`config.mk`:
```
export PLATFORM = sky130hd
export DESIGN_NAME = sd_init_sequencer
export DESIGN_NICKNAME = d
export VERILOG_FILES = /design/src/rtl/sd_init_pkg.sv /design/src/rtl/sd_init_sequencer.sv
export SDC_FILE = /design/constraint.sdc
export NUM_CORES = 1
export LEC_CHECK = 0
export CORE_ASPECT_RATIO = 1.2
export CORE_MARGIN = 2
export CORE_UTILIZATION = 35
export DETAILED_ROUTE_END_ITERATION = 6
export SLEW_MARGIN = 20
export SYNTH_ARGS = -nofsm -noshare
export SYNTH_HDL_FRONTEND = slang
export SYNTH_SLANG_ARGS = --single-unit
```
`constraint.sdc`:
```
create_clock -name iclk -period 2.1 [get_ports iclk]
set_input_delay 0.42 -clock iclk [delete_from_list [all_inputs] [get_ports iclk]]
set_output_delay 0.42 -clock iclk [all_outputs]
set_load 0.03 [all_outputs]
```
`src/rtl/sd_init_pkg.sv`:
```
// Shared definitions for sd_init_sequencer: step/state encodings, SD command
// indices, fixed arguments, CMD8 echo pattern and error codes.
package sd_init_pkg;

  typedef enum logic [3:0] {
    S_CMD0,
    S_CMD8,
    S_CMD55,
    S_ACMD41,
    S_CMD2,
    S_CMD3,
    S_CMD7,
    S_CMD55W,
    S_ACMD6
  } step_e;

  typedef enum logic [3:0] {
    ST_POWER_UP,
    ST_IDLE,
    ST_ISSUE,
    ST_WAIT_ACK,
    ST_WAIT_DONE,
    ST_CHECK,
    ST_DRV_RST,
    ST_DONE,
    ST_ERROR
  } state_e;

  localparam logic [5:0] CMD_GO_IDLE   = 6'd0;
  localparam logic [5:0] CMD_SEND_IF   = 6'd8;
  localparam logic [5:0] CMD_APP       = 6'd55;
  localparam logic [5:0] CMD_SD_OP     = 6'd41;
  localparam logic [5:0] CMD_ALL_CID   = 6'd2;
  localparam logic [5:0] CMD_SEND_RCA  = 6'd3;
  localparam logic [5:0] CMD_SELECT    = 6'd7;
  localparam logic [5:0] CMD_BUS_WIDTH = 6'd6;

  localparam logic [31:0] CMD8_ARG    = 32'h0000_01AA;
  localparam logic [11:0] CMD8_CHECK  = 12'h1AA;
  localparam logic [31:0] ACMD6_ARG   = 32'h0000_0002;

  localparam logic [2:0] ERR_NONE          = 3'd0;
  localparam logic [2:0] ERR_CMD8_TIMEOUT  = 3'd1;
  localparam logic [2:0] ERR_CMD8_ECHO     = 3'd2;
  localparam logic [2:0] ERR_ACMD41_RETRY  = 3'd3;
  localparam logic [2:0] ERR_TIMEOUT       = 3'd4;

  function automatic logic [5:0] step_index(step_e s);
    case (s)
      S_CMD0:   return CMD_GO_IDLE;
      S_CMD8:   return CMD_SEND_IF;
      S_CMD55:  return CMD_APP;
      S_ACMD41: return CMD_SD_OP;
      S_CMD2:   return CMD_ALL_CID;
      S_CMD3:   return CMD_SEND_RCA;
      S_CMD7:   return CMD_SELECT;
      S_CMD55W: return CMD_APP;
      S_ACMD6:  return CMD_BUS_WIDTH;
      default:  return CMD_GO_IDLE;
    endcase
  endfunction

  function automatic logic [31:0] step_arg(step_e s, logic [15:0] rca,
                                           logic [31:0] acmd41_arg);
    case (s)
      S_CMD8:   return CMD8_ARG;
      S_ACMD41: return acmd41_arg;
      S_CMD7:   return {rca, 16'h0000};
      S_CMD55W: return {rca, 16'h0000};
      S_ACMD6:  return ACMD6_ARG;
      default:  return 32'h0000_0000;
    endcase
  endfunction

endpackage

```
`src/rtl/sd_init_sequencer.sv`:
```
// SD card initialisation sequencer: CMD0, CMD8, CMD55/ACMD41 loop, CMD2, CMD3, CMD7.
// Define SD_INIT_WIDE_BUS_EN to append CMD55 + ACMD6 (4-bit bus) before DONE.
module sd_init_sequencer
  import sd_init_pkg::*;
#(
  parameter int unsigned INIT_CYCLES    = 80,
  parameter int unsigned RESP_TIMEOUT   = 512,
  parameter int unsigned ACMD41_RETRIES = 1023,
  parameter logic [31:0] ACMD41_ARG     = 32'h40FF_8000
) (
  input  logic        iclk,
  input  logic        irst_n,
  input  logic        istart,
  output logic        ocmd_start,
  output logic [5:0]  ocmd_index,
  output logic [31:0] ocmd_arg,
  output logic        odrv_rst,
  input  logic [31:0] iresp,
  input  logic        icmd_done,
  output logic        oinit_done,
  output logic        oerror,
  output logic [2:0]  oerr_code,
  output logic [15:0] orca,
  output logic        ohcs
);

  localparam int unsigned INIT_W  = $clog2(INIT_CYCLES + 1);
  localparam int unsigned TMO_W   = $clog2(RESP_TIMEOUT + 1);
  localparam int unsigned RETRY_W = $clog2(ACMD41_RETRIES + 1);

  localparam logic [INIT_W-1:0]  INIT_LAST  = INIT_W'(INIT_CYCLES - 1);
  localparam logic [TMO_W-1:0]   TMO_LAST   = TMO_W'(RESP_TIMEOUT - 1);
  localparam logic [RETRY_W-1:0] RETRY_LAST = RETRY_W'(ACMD41_RETRIES - 1);

  state_e              state_q, state_d;
  step_e               step_q, step_d;
  logic [INIT_W-1:0]   init_cnt_q, init_cnt_d;
  logic [TMO_W-1:0]    tmo_q, tmo_d;
  logic [RETRY_W-1:0]  retry_q, retry_d;
  logic                rst_cnt_q, rst_cnt_d;
  logic                pend_q, pend_d;
  logic [2:0]          err_q, err_d;
  logic [15:0]         rca_q, rca_d;
  logic                hcs_q, hcs_d;
  logic                istart_q, istart_prev_q;
  logic                start_rise;
  logic                unused_resp;

  assign start_rise  = istart_q & ~istart_prev_q;
  assign unused_resp = ^iresp[15:12];

  always_comb begin
    state_d    = state_q;
    step_d     = step_q;
    init_cnt_d = init_cnt_q;
    tmo_d      = tmo_q;
    retry_d    = retry_q;
    rst_cnt_d  = rst_cnt_q;
    pend_d     = pend_q;
    err_d      = err_q;
    rca_d      = rca_q;
    hcs_d      = hcs_q;

    case (state_q)
      ST_POWER_UP: begin
        if (start_rise) pend_d = 1'b1;
        if (init_cnt_q == INIT_LAST) begin
          state_d = ST_IDLE;
        end else begin
          init_cnt_d = init_cnt_q + 1'b1;
        end
      end

      ST_IDLE: begin
        if (start_rise || pend_q) begin
          pend_d  = 1'b0;
          step_d  = S_CMD0;
          retry_d = '0;
          rca_d   = '0;
          hcs_d   = 1'b0;
          tmo_d   = '0;
          state_d = ST_ISSUE;
        end
      end

      ST_ISSUE: begin
        tmo_d   = tmo_q + 1'b1;
        state_d = ST_WAIT_ACK;
      end

      ST_WAIT_ACK: begin
        tmo_d = tmo_q + 1'b1;
        if (tmo_q >= TMO_LAST) begin
          rst_cnt_d = 1'b0;
          state_d   = ST_DRV_RST;
        end else if (!icmd_done) begin
          state_d = ST_WAIT_DONE;
        end
      end

      ST_WAIT_DONE: begin
        tmo_d = tmo_q + 1'b1;
        if (tmo_q >= TMO_LAST) begin
          rst_cnt_d = 1'b0;
          state_d   = ST_DRV_RST;
        end else if (icmd_done) begin
          state_d = ST_CHECK;
        end
      end

      ST_DRV_RST: begin
        if (rst_cnt_q) begin
          rst_cnt_d = 1'b0;
          case (step_q)
            // CMD0 never gets a response, so its timeout is the normal exit.
            S_CMD0: begin
              step_d  = S_CMD8;
              tmo_d   = '0;
              state_d = ST_ISSUE;
            end
            S_CMD8: begin
              err_d   = ERR_CMD8_TIMEOUT;
              state_d = ST_ERROR;
            end
            default: begin
              err_d   = ERR_TIMEOUT;
              state_d = ST_ERROR;
            end
          endcase
        end else begin
          rst_cnt_d = 1'b1;
        end
      end

      ST_CHECK: begin
        tmo_d   = '0;
        state_d = ST_ISSUE;
        case (step_q)
          S_CMD0:  step_d = S_CMD8;
          S_CMD8: begin
            if (iresp[11:0] == CMD8_CHECK) begin
              step_d = S_CMD55;
            end else begin
              err_d   = ERR_CMD8_ECHO;
              state_d = ST_ERROR;
            end
          end
          S_CMD55: step_d = S_ACMD41;
          S_ACMD41: begin
            if (iresp[31]) begin
              hcs_d  = iresp[30];
              step_d = S_CMD2;
            end else if (retry_q == RETRY_LAST) begin
              err_d   = ERR_ACMD41_RETRY;
              state_d = ST_ERROR;
            end else begin
              retry_d = retry_q + 1'b1;
              step_d  = S_CMD55;
            end
          end
          S_CMD2: step_d = S_CMD3;
          S_CMD3: begin
            rca_d  = iresp[31:16];
            step_d = S_CMD7;
          end
          S_CMD7: begin
`ifdef SD_INIT_WIDE_BUS_EN
            step_d = S_CMD55W;
`else
            state_d = ST_DONE;
`endif
          end
          S_CMD55W: step_d = S_ACMD6;
          S_ACMD6:  state_d = ST_DONE;
          default: begin
            err_d   = ERR_TIMEOUT;
            state_d = ST_ERROR;
          end
        endcase
      end

      ST_DONE, ST_ERROR: begin
        if (start_rise) begin
          err_d   = ERR_NONE;
          step_d  = S_CMD0;
          retry_d = '0;
          rca_d   = '0;
          hcs_d   = 1'b0;
          tmo_d   = '0;
          state_d = ST_ISSUE;
        end
      end

      default: state_d = ST_POWER_UP;
    endcase
  end

  always_ff @(posedge iclk or negedge irst_n) begin
    if (!irst_n) begin
      state_q       <= ST_POWER_UP;
      step_q        <= S_CMD0;
      init_cnt_q    <= '0;
      tmo_q         <= '0;
      retry_q       <= '0;
      rst_cnt_q     <= 1'b0;
      pend_q        <= 1'b0;
      err_q         <= ERR_NONE;
      rca_q         <= '0;
      hcs_q         <= 1'b0;
      istart_q      <= 1'b0;
      istart_prev_q <= 1'b0;
    end else begin
      state_q       <= state_d;
      step_q        <= step_d;
      init_cnt_q    <= init_cnt_d;
      tmo_q         <= tmo_d;
      retry_q       <= retry_d;
      rst_cnt_q     <= rst_cnt_d;
      pend_q        <= pend_d;
      err_q         <= err_d;
      rca_q         <= rca_d;
      hcs_q         <= hcs_d;
      istart_q      <= istart;
      istart_prev_q <= istart_q;
    end
  end

  // Index/arg decode from the step register, which only moves on CHECK/DRV_RST
  // exit, so they stay stable across response reception and CRC retries.
  assign ocmd_index = step_index(step_q);
  assign ocmd_arg   = step_arg(step_q, rca_q, ACMD41_ARG);
  assign ocmd_start = (state_q == ST_ISSUE);
  assign odrv_rst   = ~irst_n | (state_q == ST_DRV_RST);
  assign oinit_done = (state_q == ST_DONE);
  assign oerror     = (state_q == ST_ERROR);
  assign oerr_code  = err_q;
  assign orca       = rca_q;
  assign ohcs       = hcs_q;

endmodule

```
==> flow_metrics.py, run 1 <==
metrics = {
    "timing": {
        "clock.fmax_mhz": 479,
        "hold_viol_final": 0,
        "period_needed_ns": 2.09,
        "timing.hold.ws_ns": 0.319,
        "finalSetupViolCount": 0,
        "skew_ns": 0.00750,
        "fin_crit_sh_pct": 99.5,
        "drv_slew": 0,
        "worst_pin_slew_ns": 0.747,
        "slew-limit-headroom_pct": 50.2,
        "tns_ns": 0,
        "rsz0062_at_grt": "yes",
    },
    "power_and_ir_drop": {
        "p_sw_uw": 600,
        "power.density_nw_per_um2": 486,
        "power_frac_comb_pct": 5.1,
        "vdd_drop_max_v": 0.000260,
        "p_clk_share_pct": 50.9,
        "pwr-share-seq_pct": 44.1,
        "switching_share_pct": 23.1,
        "p_leak_nw": 2.43,
        "internal_power_mw": 1.99,
    },
    "synth": {
        "synth_top_family_by_area": "simple AND/OR/NAND/NOR gates",
        "synth_area_per_cell_um2": 9.15,
        "ys_ff_latch": 59,
        "async_flop_share_pct": 100,
        "yosys.area_share.simple_pct": 23.7,
        "ys_types": 64,
        "synthXorXnorAreaFrac_pct": 3.68,
        "seq_area_frac_synth_pct": 41.4,
        "syn_inst": 390,
        "synthMuxAreaShare_pct": 1.23,
        "synthAdderAreaFrac_pct": 1.40,
        "synth-compound-area-share_pct": 21.6,
        "yosys_warnings": 0,
        "synth_edf_count": 0,
        "yosys_most_used_dff": "dfrtp_1",
        "synth_area_um2": 3570,
    },
    "route": {
        "wire_per_inst_um": 15.5,
        "final_antenna_net_count": 0,
        "routed_wl_um": 10200,
        "drt_pass1_iterations": 4,
        "vias": 3448,
        "post-route-drc-count": 0,
        "vias_per_cell": 5.25,
        "drt_iter0_drc": 121,
    },
    "clocking": {
        "cts_buffer_depth": 2,
        "cts_tree": "done",
        "clk_latency_ns": 0.32,
        "ctsHoldBuffers": 0,
        "clock-root-buffer": "clkbuf_16",
        "cts.sink_count": 59,
        "htreeDepth": 3,
        "numCtsBuffers": 9,
        "path_clk_slew_ns": 0.06,
    },
    "global_route": {
        "grt_pass1_vias": 3520,
        "grt_start_max_net_pins": 60,
        "antenna_found_initial": 1,
        "grt_pass1_wl_um": 16900,
        "grt-ovfl-total": 0,
        "grt_use_total_pct": 19.5,
    },
    "worst_setup_path": {
        "required_ns": 1.68,
        "crit_fanout": 8,
        "startpoint_type": "flop",
        "path_class": "flop to output port",
        "cp-end-kind": "output port",
        "crit_arrival_ns": 1.67,
    },
    "floorplanning": {
        "ios": 98,
        "start_util_pct": 35.8,
        "core.rowCount": 40,
        "dieArea_um2": 11000,
        "die_h_um": 115,
        "core_um2": 9960,
        "die_w_um": 96.2,
    },
    "finish": {
        "drive_gt1_share_pct": 30.2,
        "syn_to_final_growth_pct": 49.5,
        "final_cells": 657,
        "fin_util_pct": 53.6,
        "nFillCells": 910,
        "nets": 565,
        "multi_input_area_um2": 1990,
        "seqCellArea_um2": 1480,
    },
    "hold_path": {
        "hp-class": "primary input to async pin",
    },
    "placed_design": {
        "gp_congestion": 0.888,
        "port_buffers": 83,
        "dp.cells": 626,
        "hpwlAfterDp_um": 7280,
    },
    "run_status": {
        "outcome": "completed",
    },
    "run": {
        "maxCapViolCount": 0,
    },
}
[what timing repair did]
action                     CTS  global route
setup buffers                8             5
gates cloned                 1             1
gates resized for setup     36            29
pin swaps                    4            15
setup endpoints to repair   25            56
[sequential cells by signal, indices dropped and copies added, names as in the netlist, 3 cells and up]
signal and flops:
init_cnt_q 7, oerr_code 3, state_q 4, step_q 4
tmo_q 10, retry_q 10, orca 16
[cell usage after synthesis (all sizes together), types with 2 or more instances]
| cell | count | area [um^2] |
|---|---|---|
| dfrtp | 59 | 1480 |
| nand2 | 32 | 120 |
| nor2 | 31 | 133 |
| buf | 26 | 174 |
| a21oi | 24 | 120 |
| o21ai | 19 | 95.1 |
| a22o | 15 | 131 |
| nand3 | 13 | 65.1 |
| a21o | 12 | 90.1 |
| nor3 | 11 | 60.1 |
| and2 | 10 | 62.6 |
| inv | 10 | 37.5 |
| xnor2 | 10 | 87.6 |
| clkbuf | 9 | 35.0 |
| nand4 | 8 | 50.1 |
| o31ai | 8 | 60.1 |
| or3 | 8 | 55.1 |
| o211ai | 7 | 52.6 |
| nand2b | 6 | 37.5 |
| nor2b | 6 | 37.5 |
| a31oi | 5 | 46.3 |
| nor4 | 5 | 31.3 |
| xor2 | 5 | 43.8 |
| and3 | 4 | 25.0 |
| ha | 4 | 50.1 |
| o21a | 4 | 30.0 |
| or4 | 4 | 30.0 |
| mux2 | 3 | 33.8 |
| nor4b | 3 | 32.5 |
| a22oi | 2 | 15.0 |
| nand4b | 2 | 17.5 |
| nor4bb | 2 | 20.0 |
| o311a | 2 | 20.0 |
| or2 | 2 | 12.5 |
[final timing paths]
kind | from | end | slack [ns] | cells past startpoint
worst max-delay path | step_q[3] | ocmd_arg[20] | 0.01 | 7
worst min-delay path | irst_n | state_q[2] | 0.32 | 2
worst max register to register | state_q[2] | retry_q[8] | 0.08 | 7
worst min register to register | istart_q | istart_prev_q | 0.41 | 0
max in group asynchronous | irst_n | step_q[3] | 1.25 | 2
min in group iclk | istart_q | istart_prev_q | 0.41 | 0
[critical path, stage by stage, from the launching register on]
cell	delay [ns]
dfrtp_2	0.44
buf_6	0.13
nand2b_4	0.14
nor2_4	0.14
buf_12	0.13
buf_16	0.11
a21o_1	0.12
buf_6	0.13
[through the flow]
| step | setup slack, ns | power [mW] | instance area (um^2) |
|---|---|---|---|
| detailed placement | -0.198 | 1.30 | 4750 |
| finish | 0.0108 | 2.59 | 5330 |
| floorplan | 0.00476 | 1.22 | 3620 |
| global placement | -0.111 | 1.29 | 4750 |
| CTS | -0.0502 | 2.62 | 5220 |
| global route | -0.0578 | 2.68 | 5330 |
[kinds of logic after synthesis]
family / after synthesis
simple gates: 153
compound gates: 109
flops: 59
buf+inv: 45
xor+xnor: 15
fa+ha+maj: 4
mux: 4
other cells: 1
[final cells by class]
type / count / share of cell area, %
clock buffers: 9 / 4.22
well taps: 126 / 2.96
clock inverters: 7 / 0.844
flip-flops and latches: 59 / 27.8
diodes: 1 / 0.0469
inverters: 10 / 0.751
repair buffers: 150 / 26.0
multi-input cells: 295 / 37.4
[power by group through the flow]
stage / logic, mW / clock network, mW / registers (mW)
after global placement: 0.132 / 0 / 1.16
after detailed placement: 0.133 / 0 / 1.16
after floorplan: 0.0534 / 0 / 1.16
final: 0.131 / 1.32 / 1.14
after global routing: 0.144 / 1.40 / 1.14
after CTS: 0.134 / 1.34 / 1.14
[placed cells by master (no fill, tap or decap), types with 3 or more instances in the layout]
master / netlist / layout
nor3_1: 10 / 9
xnor2_1: 10 / 10
clkbuf_16: 0 / 9
dfrtp_2: 0 / 5
nor2_1: 30 / 29
o21a_1: 4 / 4
and2_4: 0 / 9
mux2_2: 3 / 3
clkdlybuf4s50_1: 0 / 50
or3_1: 7 / 7
buf_4: 13 / 69
a21oi_1: 24 / 21
nand2_1: 32 / 32
o21ai_0: 17 / 16
a21o_1: 12 / 12
clkinv_2: 0 / 4
nor4_1: 5 / 4
ha_1: 4 / 4
a31oi_1: 4 / 4
o31ai_1: 8 / 6
nand2b_1: 6 / 5
buf_6: 2 / 25
inv_1: 9 / 7
conb_1: 1 / 10
and3_1: 4 / 4
or4_1: 4 / 4
a21oi_2: 0 / 3
nand4_1: 8 / 8
a22o_1: 15 / 15
nor2b_1: 6 / 5
xor2_1: 5 / 5
dfrtp_1: 59 / 54
nand3_1: 13 / 12
o211ai_1: 7 / 7
[routing by layer]
layer  routed length, um  vias to the layer above  track usage [%]
li1                    -                     1682                -
met1                4320                     1661             24.7
met2                5260                       89             32.8
met3                 423                       16             3.69
met4                 161                        0             7.05
met5                   0                        -                0
No activity file was read; power rests on OpenSTA's default activity.
==> inputs of run 2 (changes only) <==
- CORE_UTILIZATION: 35 -> 49
- PLACE_DENSITY: not set -> 0.81
==> run 2 against run 1 <==
Net effect: the run now ends with negative setup slack left; final area is 3.5% lower; critical path depth is 2 lower; via count is 0.96% higher; critical endpoint unchanged; largest cell class unchanged.
==> flow_metrics.py, run 2 (synthesized netlist as in run 1, its figures left out) <==
metrics = {
    "run_status": {
        "outcome": "finished, violations left",
        "violations": "negative setup slack",
    },
    "timing": {
        "skew_ns": 0.00608,
        "worst_pin_slew_ns": 0.759,
        "fin_crit_sh_pct": 100,
        "rsz0062_at_grt": "yes",
        "slew-limit-headroom_pct": 49.4,
        "timing.hold.ws_ns": 0.268,
        "finalSetupViolCount": 1,
        "drv_slew": 0,
        "period_needed_ns": 2.10,
        "tns_ns": -0.00305,
        "clock.fmax_mhz": 475,
        "layout_setup_ws_ns": -0.00305,
        "hold_viol_final": 0,
    },
    "placed_design": {
        "hpwlAfterDp_um": 6910,
        "dp.cells": 582,
        "dpl_cell_area_um2": 4630,
        "place_ws_ns": -0.178,
        "port_buffers": 83,
        "gp_congestion": 0.869,
    },
    "worst_setup_path": {
        "path_cells": "buf_6 > and4bb_4 > buf_8 > a21o_1 > buf_6",
        "startpoint_type": "flop",
        "required_ns": 1.68,
        "crit_fanout": 6,
        "cp_slowest_cell": "dfrtp_2",
        "critPathBufInv": 3,
        "critPathMaxStageDelay_ns": 0.42,
        "path_class": "flop to output port",
        "cp-end-kind": "output port",
        "cpLargestDelayFamily": "buffers and inverters",
        "crit_arrival_ns": 1.68,
        "cpMostUsedCell": "buf_6",
    },
    "power_and_ir_drop": {
        "vdd_drop_max_v": 0.000460,
        "p_leak_nw": 2.33,
        "power.density_nw_per_um2": 444,
        "finalPower_mw": 2.29,
    },
    "hold_path": {
        "hp-class": "primary input to async pin",
    },
    "floorplanning": {
        "dieArea_um2": 7980,
        "core.rowCount": 34,
        "die_h_um": 97.5,
        "core_um2": 7150,
        "start_util_pct": 49.9,
        "die_w_um": 81.9,
        "ios": 98,
    },
    "global_route": {
        "grt-ovfl-total": 0,
        "antenna_found_initial": 0,
        "grt_pass1_wl_um": 15800,
        "grt_pass1_vias": 3379,
        "grt_use_total_pct": 25.4,
        "grt_start_max_net_pins": 60,
    },
    "finish": {
        "design_area_um2": 5150,
        "final_common_cell": "buf_4",
        "nets": 557,
        "final_cells": 612,
        "largest_register_ffs": 16,
        "layout_common_cells": "buf_4, dfrtp_1, clkdlybuf4s50_1",
        "syn_to_final_growth_pct": 44.3,
        "drive_gt1_share_pct": 28.7,
        "seqCellArea_um2": 1480,
        "multi_input_area_um2": 2010,
        "nFillCells": 538,
        "antenna_cells": 0,
        "fin_util_pct": 72.0,
    },
    "clocking": {
        "clock-root-buffer": "clkbuf_8",
        "clk_latency_ns": 0.34,
        "numCtsBuffers": 9,
        "htreeDepth": 3,
        "cts_buffer_depth": 2,
        "cts.sink_count": 59,
        "path_clk_slew_ns": 0.07,
        "ctsHoldBuffers": 0,
        "cts_tree": "done",
    },
    "run": {
        "maxCapViolCount": 0,
    },
    "route": {
        "wire_per_inst_um": 16.6,
        "vias_per_cell": 5.69,
        "drt_pass1_iterations": 4,
        "drt_iter0_drc": 160,
        "post-route-drc-count": 0,
        "vias": 3481,
        "final_antenna_net_count": 0,
        "routed_wl_um": 10100,
    },
}
==> run 2: cell types whose count changed in the layout (fill, tap and decap cells not counted), sizes merged <==
cell,change
clkbuf,+4
buf,-8
clkinvlp,+1
clkinv,-5
diode,-1
==> run 2: what timing repair did <==
action / 4_1_cts / 5_1_grt
resized for setup: 19 / 38
endpoints found under the setup margin: 20 / 49
buffers inserted: 3 / 8
pin swaps: 3 / 8
cloned: 2 / 1
==> run 2: path summary, 6_finish.rpt <==
kind                             from             to  slack, ns  cells past startpoint
max in group asynchronous      irst_n      step_q[0]       1.29                      2
max reg2reg                state_q[0]        orca[1]       0.08                      6
min reg2reg                  istart_q  istart_prev_q       0.40                      0
min                            irst_n     state_q[2]       0.27                      2
min in group iclk            istart_q  istart_prev_q       0.40                      0
max                         step_q[3]   ocmd_arg[20]     -0.003                      5
==> run 2: where the power goes <==
group          total (mW)  switching (mW)  internal [mW]
Combinational       0.131          0.0702         0.0608
Clock                1.01           0.459          0.555
Sequential           1.14         0.00190           1.14
Total                2.29           0.531           1.75
==> run 2: area by class of cell <==
| cell class | instances | share of cell area, % |
|---|---|---|
| multi-input combinational | 295 | 39.0 |
| inverter | 10 | 0.729 |
| tap | 90 | 2.19 |
| timing repair buffer | 142 | 25.4 |
| sequential | 59 | 28.8 |
| clock inverter | 3 | 0.389 |
| clock buffer | 13 | 3.48 |
==> run 2: metal layers <==
| metal | part of all wire (%) | wire length, um | vias to the layer above | track usage (%) |
|---|---|---|---|---|
| met3 | 4.0 | 405 | 15 | 5.20 |
| met4 | 1.3 | 127 | 0 | 7.44 |
| met1 | 41 | 4140 | 1723 | 31.9 |
| li1 | - | - | 1663 | - |
| met5 | 0 | 0 | - | 0 |
| met2 | 54 | 5460 | 80 | 43.4 |
==> inputs of run 3 (changes only) <==
- CORE_ASPECT_RATIO: 1.2 -> not set
==> run 3 against run 2 <==
Net effect: the run still ends with negative setup slack left; first-iteration DRC count grew 54%; critical path depth rose by 2; utilization up 2.9 points; largest power group is now the clock network; final area increased by 3.8%; via count up 2.3%; die area about the same; worst setup slack got worse by 0.00096 ns; sequential cell count unchanged.
==> flow_metrics.py, run 3 (synthesized netlist as in run 1, its figures left out) <==
metrics = {
    "power_and_ir_drop": {
        "finalPower_mw": 2.59,
        "p_leak_nw": 2.40,
        "vdd_drop_max_v": 0.000362,
        "power.density_nw_per_um2": 484,
    },
    "global_route": {
        "antenna_found_initial": 0,
        "grt_use_total_pct": 26.6,
        "grt_pass1_vias": 3472,
        "grt_start_max_net_pins": 60,
        "grt_pass1_wl_um": 16400,
        "grt-ovfl-total": 0,
    },
    "finish": {
        "layout_common_cells": "buf_4, dfrtp_1, clkdlybuf4s50_1",
        "nets": 562,
        "drive_gt1_share_pct": 31.7,
        "syn_to_final_growth_pct": 49.8,
        "antenna_cells": 0,
        "largest_register_ffs": 16,
        "design_area_um2": 5340,
        "final_common_cell": "buf_4",
    },
    "worst_setup_path": {
        "required_ns": 1.68,
        "r2r_start": "step_q[2]",
        "startpoint_type": "flop",
        "r2r_cells": 7,
        "path_class": "flop to output port",
        "crit_arrival_ns": 1.68,
        "cp-end-kind": "output port",
        "crit_fanout": 8,
        "crit_path_start": "step_q[2]",
    },
    "run_status": {
        "outcome": "finished, violations left",
        "violations": "negative setup slack",
    },
    "route": {
        "drt_iter0_drc": 246,
        "vias_per_cell": 5.70,
        "vias": 3561,
        "wire_per_inst_um": 17.6,
        "post-route-drc-count": 0,
        "final_antenna_net_count": 0,
        "routed_wl_um": 11000,
        "drt_pass1_iterations": 4,
    },
    "clocking": {
        "cts_buffer_depth": 2,
        "ctsHoldBuffers": 0,
        "htreeDepth": 3,
        "path_clk_slew_ns": 0.07,
        "cts.sink_count": 59,
        "clk_latency_ns": 0.34,
        "numCtsBuffers": 9,
        "clock-root-buffer": "clkbuf_8",
        "cts_tree": "done",
    },
    "floorplanning": {
        "die_h_um": 89.3,
        "dieArea_um2": 7980,
        "die_w_um": 89.3,
        "core.rowCount": 31,
        "ios": 98,
        "core_um2": 7140,
        "start_util_pct": 50.0,
    },
    "placed_design": {
        "hpwlAfterDp_um": 6900,
        "dpl_cell_area_um2": 4640,
        "place_ws_ns": -0.140,
        "gp_congestion": 0.920,
        "port_buffers": 83,
    },
    "timing": {
        "fin_crit_sh_pct": 100,
        "drv_slew": 0,
        "layout_setup_ws_ns": -0.00402,
        "worst_pin_slew_ns": 0.776,
        "clock.fmax_mhz": 475,
        "slew-limit-headroom_pct": 48.3,
        "rsz0062_at_grt": "yes",
        "hold_viol_final": 0,
        "finalSetupViolCount": 2,
        "period_needed_ns": 2.10,
        "skew_ns": 0.00773,
        "timing.hold.ws_ns": 0.252,
    },
    "run": {
        "maxCapViolCount": 0,
    },
    "hold_path": {
        "hp-class": "primary input to async pin",
    },
}
==> run 3: routing by layer <==
metal  GRT usage, %  routed length [um]  share of wire (%)  up-vias
met2           44.2                5560                 51      130
met5              0                   0                  0        -
met1           34.3                4600                 42     1739
met3           7.20                 572                5.2       23
li1               -                   -                  -     1669
met4           7.19                 247                2.2        0
==> run 3: final timing paths <==
path	to	slack [ns]
worst max-delay path	ocmd_arg[18]	-0.004
worst min-delay path	state_q[2]	0.25
worst max register to register	tmo_q[6]	0.05
worst min register to register	istart_prev_q	0.40
max in group asynchronous	step_q[2]	1.29
min in group iclk	istart_prev_q	0.40
==> run 3: repair_timing <==
action                     in CTS  in global routing
setup buffers                  12                  7
gates resized for setup        37                 42
gates cloned                    1                  1
pin swaps                       1                 14
setup endpoints to repair      26                 66
==> run 3: power breakdown <==
part / internal, mW / leakage (nW) / switching, mW
clock: 0.847 / 0.122 / 0.465
sequential: 1.14 / 0.779 / 0.00201
combinational: 0.0621 / 1.50 / 0.0726
==> run 3: cell type report <==
class,count,area (um^2)
multi-input cells,295,2060
fillers,478,1790
flip-flops and latches,59,1490
repair buffers,147,1380
clock buffers,11,151
well taps,99,124
clock inverters,4,97.6
inverters,10,40.0
==> run 3: stage by stage <==
stage                TNS, ns  instances  utilization [%]
floorplan                  0        399                -
global placement      -0.527        590             65.1
detailed placement     -1.02        590             65.1
CTS                   -0.278        618             71.8
global route          -0.709        625             74.9
finish              -0.00713        625             74.9
==> run 3: critical path, stage by stage (launching register included) <==
cell and delay, ns:
dfrtp_2 0.46, inv_2 0.12, buf_6 0.14, nor2_4 0.05, buf_12 0.12, buf_16 0.13, a21o_1 0.18, buf_6 0.13
